## src/rtl/clock_enable_gen_if.sv

```systemverilog
// Control and status bundle for clock_enable_gen: divisor load, run level and the
// generated clock / enable / status outputs.
interface clock_enable_gen_if #(
    parameter int DIV_WIDTH = 32
);
    logic [DIV_WIDTH-1:0] div_value;
    logic                 div_load;
    logic                 run;
    logic                 div_busy;
    logic                 clk_out;
    logic                 clk_en;
    logic                 active;
    logic [DIV_WIDTH-1:0] edge_count;

    modport master (
        output div_value, div_load, run,
        input  div_busy, clk_out, clk_en, active, edge_count
    );

    modport slave (
        input  div_value, div_load, run,
        output div_busy, clk_out, clk_en, active, edge_count
    );
endinterface

```

## src/rtl/clock_enable_gen.sv

```systemverilog
// Programmable square-wave generator: clk_out is high D cycles and low D cycles,
// with a new divisor taking effect only at a period boundary or while idle.
//
// state  | meaning
// IDLE   | stopped, clk_out low, waiting for run with a nonzero divisor
// HIGH   | high phase of clk_out, first cycle carries clk_en
// LOW    | low phase; its last cycle is the period boundary
module clock_enable_gen #(
    parameter int DIV_WIDTH = 32
) (
    input  logic               s_axi_aclk,
    input  logic               aresetn,
    clock_enable_gen_if.slave  bus
);
    typedef enum logic [1:0] {
        S_IDLE = 2'd0,
        S_HIGH = 2'd1,
        S_LOW  = 2'd2
    } state_t;

    state_t               r_state;
    state_t               w_state_nxt;
    logic [DIV_WIDTH-1:0] r_d;
    logic [DIV_WIDTH-1:0] r_p;
    logic [DIV_WIDTH-1:0] r_cnt;
    logic [DIV_WIDTH-1:0] r_edge_count;
    logic [DIV_WIDTH-1:0] w_cnt_nxt;
    logic [DIV_WIDTH-1:0] w_d_eff;
    logic                 r_busy;
    logic                 r_clk_out;
    logic                 r_clk_en;
    logic                 r_active;
    logic                 w_last;
    logic                 w_xfer;
    logic                 w_enter_high;

    // The pending divisor is visible to the IDLE/boundary decision on the same
    // edge it is applied, so the following period already uses it.
    always_comb begin
        w_last       = (r_cnt == (r_d - DIV_WIDTH'(1)));
        w_xfer       = r_busy && ((r_state == S_IDLE) || ((r_state == S_LOW) && w_last));
        w_d_eff      = w_xfer ? r_p : r_d;
        w_state_nxt  = r_state;
        w_cnt_nxt    = r_cnt;
        case (r_state)
            S_IDLE: begin
                w_cnt_nxt = '0;
                if (bus.run && (w_d_eff != '0)) begin
                    w_state_nxt = S_HIGH;
                end
            end
            S_HIGH: begin
                if (w_last) begin
                    w_state_nxt = S_LOW;
                    w_cnt_nxt   = '0;
                end else begin
                    w_cnt_nxt   = r_cnt + DIV_WIDTH'(1);
                end
            end
            S_LOW: begin
                if (w_last) begin
                    w_cnt_nxt   = '0;
                    w_state_nxt = (bus.run && (w_d_eff != '0)) ? S_HIGH : S_IDLE;
                end else begin
                    w_cnt_nxt   = r_cnt + DIV_WIDTH'(1);
                end
            end
            default: begin
                w_state_nxt = S_IDLE;
                w_cnt_nxt   = '0;
            end
        endcase
        w_enter_high = (w_state_nxt == S_HIGH) && (r_state != S_HIGH);
    end

    always_ff @(posedge s_axi_aclk or negedge aresetn) begin
        if (!aresetn) begin
            r_state      <= S_IDLE;
            r_cnt        <= '0;
            r_d          <= '0;
            r_p          <= '0;
            r_busy       <= 1'b0;
            r_clk_out    <= 1'b0;
            r_clk_en     <= 1'b0;
            r_active     <= 1'b0;
            r_edge_count <= '0;
        end else begin
            r_state   <= w_state_nxt;
            r_cnt     <= w_cnt_nxt;
            r_clk_out <= (w_state_nxt == S_HIGH);
            r_clk_en  <= w_enter_high;
            r_active  <= (w_state_nxt != S_IDLE);
            if (w_enter_high) begin
                r_edge_count <= r_edge_count + DIV_WIDTH'(1);
            end
            if (w_xfer) begin
                r_d <= r_p;
            end
            // A load coinciding with a transfer keeps busy set for the new value.
            if (bus.div_load) begin
                r_p    <= bus.div_value;
                r_busy <= 1'b1;
            end else if (w_xfer) begin
                r_busy <= 1'b0;
            end
        end
    end

    assign bus.div_busy   = r_busy;
    assign bus.clk_out    = r_clk_out;
    assign bus.clk_en     = r_clk_en;
    assign bus.active     = r_active;
    assign bus.edge_count = r_edge_count;
endmodule

```

## src/flat_wrapper.sv

```systemverilog
// flat-port wrapper written by rule: the top's interface ports become plain ports
module clock_enable_gen_flat 
#(
    parameter int DIV_WIDTH = 32
)
  (s_axi_aclk, aresetn, bus_div_value, bus_div_load, bus_run, bus_div_busy, bus_clk_out, bus_clk_en, bus_active, bus_edge_count);
  clock_enable_gen_if #(.DIV_WIDTH(DIV_WIDTH)) bus_i ();
  input  logic s_axi_aclk;
  input  logic aresetn;
  input wire logic [$bits(bus_i.div_value)-1:0] bus_div_value;
  input wire logic [$bits(bus_i.div_load)-1:0] bus_div_load;
  input wire logic [$bits(bus_i.run)-1:0] bus_run;
  output wire logic [$bits(bus_i.div_busy)-1:0] bus_div_busy;
  output wire logic [$bits(bus_i.clk_out)-1:0] bus_clk_out;
  output wire logic [$bits(bus_i.clk_en)-1:0] bus_clk_en;
  output wire logic [$bits(bus_i.active)-1:0] bus_active;
  output wire logic [$bits(bus_i.edge_count)-1:0] bus_edge_count;
  assign bus_i.div_value = bus_div_value;
  assign bus_i.div_load = bus_div_load;
  assign bus_i.run = bus_run;
  assign bus_div_busy = bus_i.div_busy;
  assign bus_clk_out = bus_i.clk_out;
  assign bus_clk_en = bus_i.clk_en;
  assign bus_active = bus_i.active;
  assign bus_edge_count = bus_i.edge_count;
  clock_enable_gen #(.DIV_WIDTH(DIV_WIDTH)) u_core (.s_axi_aclk(s_axi_aclk), .aresetn(aresetn), .bus(bus_i));
endmodule
```

## config.mk

```make
export PLATFORM = sky130hd
export DESIGN_NAME = clock_enable_gen_flat
export DESIGN_NICKNAME = d
export VERILOG_FILES = /design/src/rtl/clock_enable_gen_if.sv /design/src/rtl/clock_enable_gen.sv /design/src/flat_wrapper.sv
export SDC_FILE = /design/constraint.sdc
export NUM_CORES = 1
export LEC_CHECK = 0
export ABC_AREA = 1
export CAP_MARGIN = 20
export CORE_UTILIZATION = 55
export CTS_BUF_LIST = sky130_fd_sc_hd__clkbuf_4
export DETAILED_ROUTE_END_ITERATION = 16
export GPL_ROUTABILITY_DRIVEN = 0
export PLACE_DENSITY_LB_ADDON = 0.1
export SYNTH_ARGS = -nofsm -noshare
export SYNTH_HDL_FRONTEND = slang
export SYNTH_SLANG_ARGS = --single-unit
```

## constraint.sdc

```tcl
create_clock -name s_axi_aclk -period 9.7 [get_ports s_axi_aclk]
set_input_delay 1.94 -clock s_axi_aclk [delete_from_list [all_inputs] [get_ports s_axi_aclk]]
set_output_delay 1.94 -clock s_axi_aclk [all_outputs]
set_load 0.01 [all_outputs]
```

* Word-level counts from Yosys, hierarchy flattened
Index checks and enable logic that the tools add are counted. Widths: inputs -> output; s select.
Cells by class: div/mod/pow operators 0, multiplexer cells 10, multiply operators 0, bitwise gates (word level) 0, $add $sub $neg 3, shift-type cells 0, reduce and logical (&&, ||, !) cells 10, magnitude comparators 0, equality and inequality tests 5
Operators with widths (count):
- $mux 32 | 3
- $add 32x1->32 const B | 2
- $eq 32x32->1 | 1
- $reduce_bool 32->1 | 1
- $sub 32x1->32 const B | 1
- $mux 2 | 3
- $pmux 2 s3 | 1
- $eq 2x1->1 const B | 2
- $logic_and 1x1->1 | 4
- $reduce_bool 2->1 | 2
- $mux 1 | 3
- $eq 2x2->1 const B | 1
- $logic_not 2->1 | 1
- $ne 2x1->1 const B | 1
- $reduce_or 2->1 | 1
- $logic_or 1x1->1 | 1
Word-level totals: RAM bits 0, bits in latches 0, bits in read-only memories 0, memories 0, input bits 36, flip-flop bits (word level) 134

* Depth between registers and ports, before layout
word-level depth 13, gate-level depth with buffers 33

* Worst setup path before layout
No wires, ideal clock.
kind register to register, start point register u_core.r_d[0], end point register u_core.r_edge_count[10], in the netlist u_core.bus.edge_count[10], slack 6.508 ns, path buffers 3, arrival time 3.073 ns, setup time 0.119 ns, required time 9.581 ns, stages on the path, launching flop included 31, cells stage by stage dfrtp_1 -> inv_2 -> ha_1 -> nand3_2 -> nor2_2 -> nand2_2 -> nor2_1 -> nand2_1 -> nand2_1 -> nand2_1 -> nor2_1 -> nand2_1 -> nor2_2 -> nand3_2 -> nand2_2 -> buf_6 -> buf_6 -> nand3_1 -> nand2_1 -> nand2_1 -> nor2_1 -> nand2_1 -> nor2_1 -> nand2_1 -> nand2_1 -> nand2_1 -> nand2_2 -> nand2_4 -> buf_1 -> nand4_1 -> nand2_1
On the way: longest elaborated chain between the ends 13, elaborated cells on any way between the ends 15
RTL lines:
- from (decl) | line clock_enable_gen.sv:23 | logic [DIV_WIDTH-1:0] r_d;
- from (signal assigned) | line clock_enable_gen.sv:97 | r_d <= r_p;
- $sub 32x1->32 | line clock_enable_gen.sv:40 | w_last = (r_cnt == (r_d - DIV_WIDTH'(1)));
- $eq 32x32->1 | line clock_enable_gen.sv:40
- $logic_and 1x1->1 | line clock_enable_gen.sv:41 | w_xfer = r_busy && ((r_state == S_IDLE) || ((r_state == S_LOW) && w_last));
- $logic_or 1x1->1 | line clock_enable_gen.sv:41
- $logic_and 1x1->1 | line clock_enable_gen.sv:41
- $mux 32
- $reduce_bool 32->1 | line clock_enable_gen.sv:48, clock_enable_gen.sv:63
- $logic_and 1x1->1 | line clock_enable_gen.sv:48, clock_enable_gen.sv:63
- $mux 1 | line clock_enable_gen.sv:63 | w_state_nxt = (bus.run && (w_d_eff != '0)) ? S_HIGH : S_IDLE;
- $mux 2 | line clock_enable_gen.sv:61 | if (w_last) begin
- $pmux 2 s3 * | line clock_enable_gen.sv:45 | case (r_state)
- $eq 2x1->1 * | line clock_enable_gen.sv:73 | w_enter_high = (w_state_nxt == S_HIGH) && (r_state != S_HIGH);
- $logic_and 1x1->1 * | line clock_enable_gen.sv:73
- to (signal assigned) | line clock_enable_gen.sv:94 | r_edge_count <= r_edge_count + DIV_WIDTH'(1);
- to (decl) | line clock_enable_gen.sv:26 | logic [DIV_WIDTH-1:0] r_edge_count;
Every way passes the cells marked *; elsewhere a longest branch is shown, timed or not. A chain may end at the register's enable or synchronous reset.

* Worst setup path after layout
start point register u_core.r_d[0], end point register u_core.r_edge_count[8], in the netlist u_core.bus.edge_count[8]
Same word-level chain as after synthesis.

==> impl_metrics.ini <==
[pwr]
vdd_ir_drop_max_mv = 0.0894
p_leak_nw = 5.21
p_per_area_mw_per_mm2 = 108

[synth]
ys.flop_type = dfrtp_1
synth-warning-count = 0
netlist_area_mm2 = 0.00822
netlist_instances = 1160
ys_types = 39
yosysTopAreaCellShare_pct = 40.8
synth_nets = 1203
synth-edff-count = 0
async_flop_share_pct = 100
yosysTopAreaCell = dfrtp_1
synth-seq-area-share_pct = 40.8
synth_seq_cells = 134
avgSynthCellArea_um2 = 7.08
synth_area_leaders = dfrtp_1 41%, nand2_1 17%, inv_1 7.6%, nor2_1 6.4%, xor2_1 5.3%

[sta]
slew_violations = 0
period_needed_ns = 4.76
hold_viol_final = 0
rsz0062_at_grt = false
tightest_slew_ns = 0.921
fmax_ghz = 0.210
setup_viol = 0
fin_crit_sh_pct = 49.1
skew_ns = 0.0214
relSlewSlack_pct = 38.6
fin_setup_tns_ns = 0

[setup_path]
required_ns = 10.18
end_kind = register
cp.arrival_ns = 5.24
critPathMostFrequentCell = nand2_1
critPathMaxFanout = 36
slowest_delay_ns = 0.50
critical-path-slowest-cell = nand4_4
crit_type = reg2reg
critPathLaunchType = register

[drt]
routedWlPerCell_um = 13.8
vias_per_cell = 5.18
drc_errors = 0
drt-total-wl_um = 19600
ant_nets = 0
drtPass1Iterations = 6
dr.first_iter.drc_count = 586
vias = 7353

[global_routing]
grt_pass1_wl_um = 34000
grt_max_degree = 76
grt_pass1_vias = 6924
grt_use_total_pct = 27.4
grt_remaining_overflow = 0
antenna_found_initial = 1

[die]
rows = 44
core-area_mm2 = 0.0145
io_pins = 72
die_w_um = 124
start_util_pct = 56.5
dieArea_mm2 = 0.0154
die_y_um = 124

[flow_run]
drv_cap = 0

[placement]
dp_hpwl_um = 14600
portBuffers = 71
dp.cells = 1384

[finish]
final_nets = 1264
layout_commonest_cell = nand2_1
area_growth_pct = 13.4
drive_above_1_share_pct = 5.67
final_cell_mix = 367 x nand2_1, 166 x inv_1, 141 x nor2_1
final_cells = 1419

[clock_network]
cts-resized-gates = 0
insertion_delay_ns = 0.59
clock-sinks = 134
cts_tree = built
cts.clk_slew.worst_paths_ns = 0.13
clk_path_buf_depth = 2
ctsRootBufferMaster = clkbuf_4
htree_num_levels = 4
cts_buffers = 17
hold_buffers = 0
cts_setup_buffers = 0

[min_path]
hold_path.class = reg2reg

[outcome]
run_status = completed
-- critical path: cells and delay by family (launching register included) --
family / cells / cell delay [ns]
AO/OA/AOI/OAI: 1 / 0.09
adder cells (fa/ha/maj): 1 / 0.22
buffers and inverters: 1 / 0.09
flip-flops: 1 / 0.41
AND/OR/NAND/NOR: 26 / 3.78
-- path summary, 6_finish.rpt --
check                                           from                                    to  slack, ns  depth (start not counted)
setup / recovery             u_core.r_d[0]$_DFF_PN0_  u_core.bus.edge_count[8]$_DFFE_PN0P_       4.94                         29
hold / removal             u_core.r_p[5]$_DFFE_PN0P_             u_core.r_p[5]$_DFFE_PN0P_       0.51                          2
setup reg to reg             u_core.r_d[0]$_DFF_PN0_  u_core.bus.edge_count[8]$_DFFE_PN0P_       4.94                         29
hold reg to reg            u_core.r_p[5]$_DFFE_PN0P_             u_core.r_p[5]$_DFFE_PN0P_       0.51                          2
max in group asynchronous                    aresetn            u_core.r_p[30]$_DFFE_PN0P_       7.08                          2
min in group asynchronous                    aresetn            u_core.r_cnt[14]$_DFF_PN0_       1.30                          1
-- flip-flops by register name (all words and copies together), names as in the netlist --
| register | count |
|---|---|
| u_core.bus.active | 1 |
| u_core.bus.clk_en | 1 |
| u_core.r_cnt | 32 |
| u_core.r_d | 32 |
| u_core.bus.div_busy | 1 |
| u_core.bus.edge_count | 32 |
| u_core.r_p | 32 |
| u_core.bus.clk_out | 1 |
| u_core.r_state | 2 |
-- cell families after synthesis --
| logic type | after synthesis | share of synthesized area, % |
|---|---|---|
| xor+xnor | 66 | 7.04 |
| compound gates | 60 | 3.98 |
| flops | 134 | 40.8 |
| fa+ha+maj | 7 | 1.07 |
| simple gates | 691 | 37.2 |
| buf+inv | 202 | 9.95 |
-- per-layer routing --
metal	global-route usage (%)	wire [um]	vias to the layer above
met4	7.94	311	0
met3	6.42	1340	22
met2	38.8	8070	244
met5	0	0	-
met1	41.2	9900	3338
li1	-	-	3749
-- cell usage after synthesis (2+ instances only) --
master	instances
a21oi_1	9
buf_1	2
buf_2	7
buf_4	3
buf_6	5
clkbuf_1	14
dfrtp_1	134
ha_1	7
inv_1	166
inv_2	4
nand2_1	367
nand2_2	10
nand2_4	2
nand3_1	52
nand3_2	2
nand3b_1	5
nand4_1	52
nor2_1	141
nor2_2	8
nor2_4	5
nor3_1	21
nor3b_1	12
nor4_1	9
o21ai_0	34
o21ai_1	10
o21bai_1	2
xnor2_1	16
xor2_1	50
-- per-stage QoR --
stage / hold slack (ns) / power [W] / utilization [%] / setup slack (ns) / cell area (um^2)
after detailed placement: 0.487 / 0.000630 / 61.8 / 5.03 / 8980
after global placement: 0.470 / 0.000628 / 61.8 / 5.17 / 8980
final: 0.509 / 0.00101 / 64.1 / 4.94 / 9310
after CTS: 0.518 / 0.00102 / 63.8 / 4.98 / 9270
after floorplan: 0.442 / 0.000599 / - / 6.51 / 8220
after global routing: 0.544 / 0.00105 / 64.1 / 4.32 / 9310
-- cell type report --
class | instances | area, um^2
tap | 184 | 230
antenna | 1 | 2.50
multi-input combinational | 824 | 4050
fill | 1339 | 5220
clock inverter | 13 | 145
timing repair buffer | 74 | 757
inverter | 170 | 638
clock buffer | 19 | 143
sequential | 134 | 3350
-- power breakdown --
part           internal [W]  leakage (nW)  switching (W)   total, W
clock              0.000162         0.158       0.000227   0.000389
sequential         0.000570          1.78     0.00000366   0.000574
combinational     0.0000177          3.27      0.0000266  0.0000443
total              0.000750          5.21       0.000257    0.00101
Power figures use the tool's default switching activity.
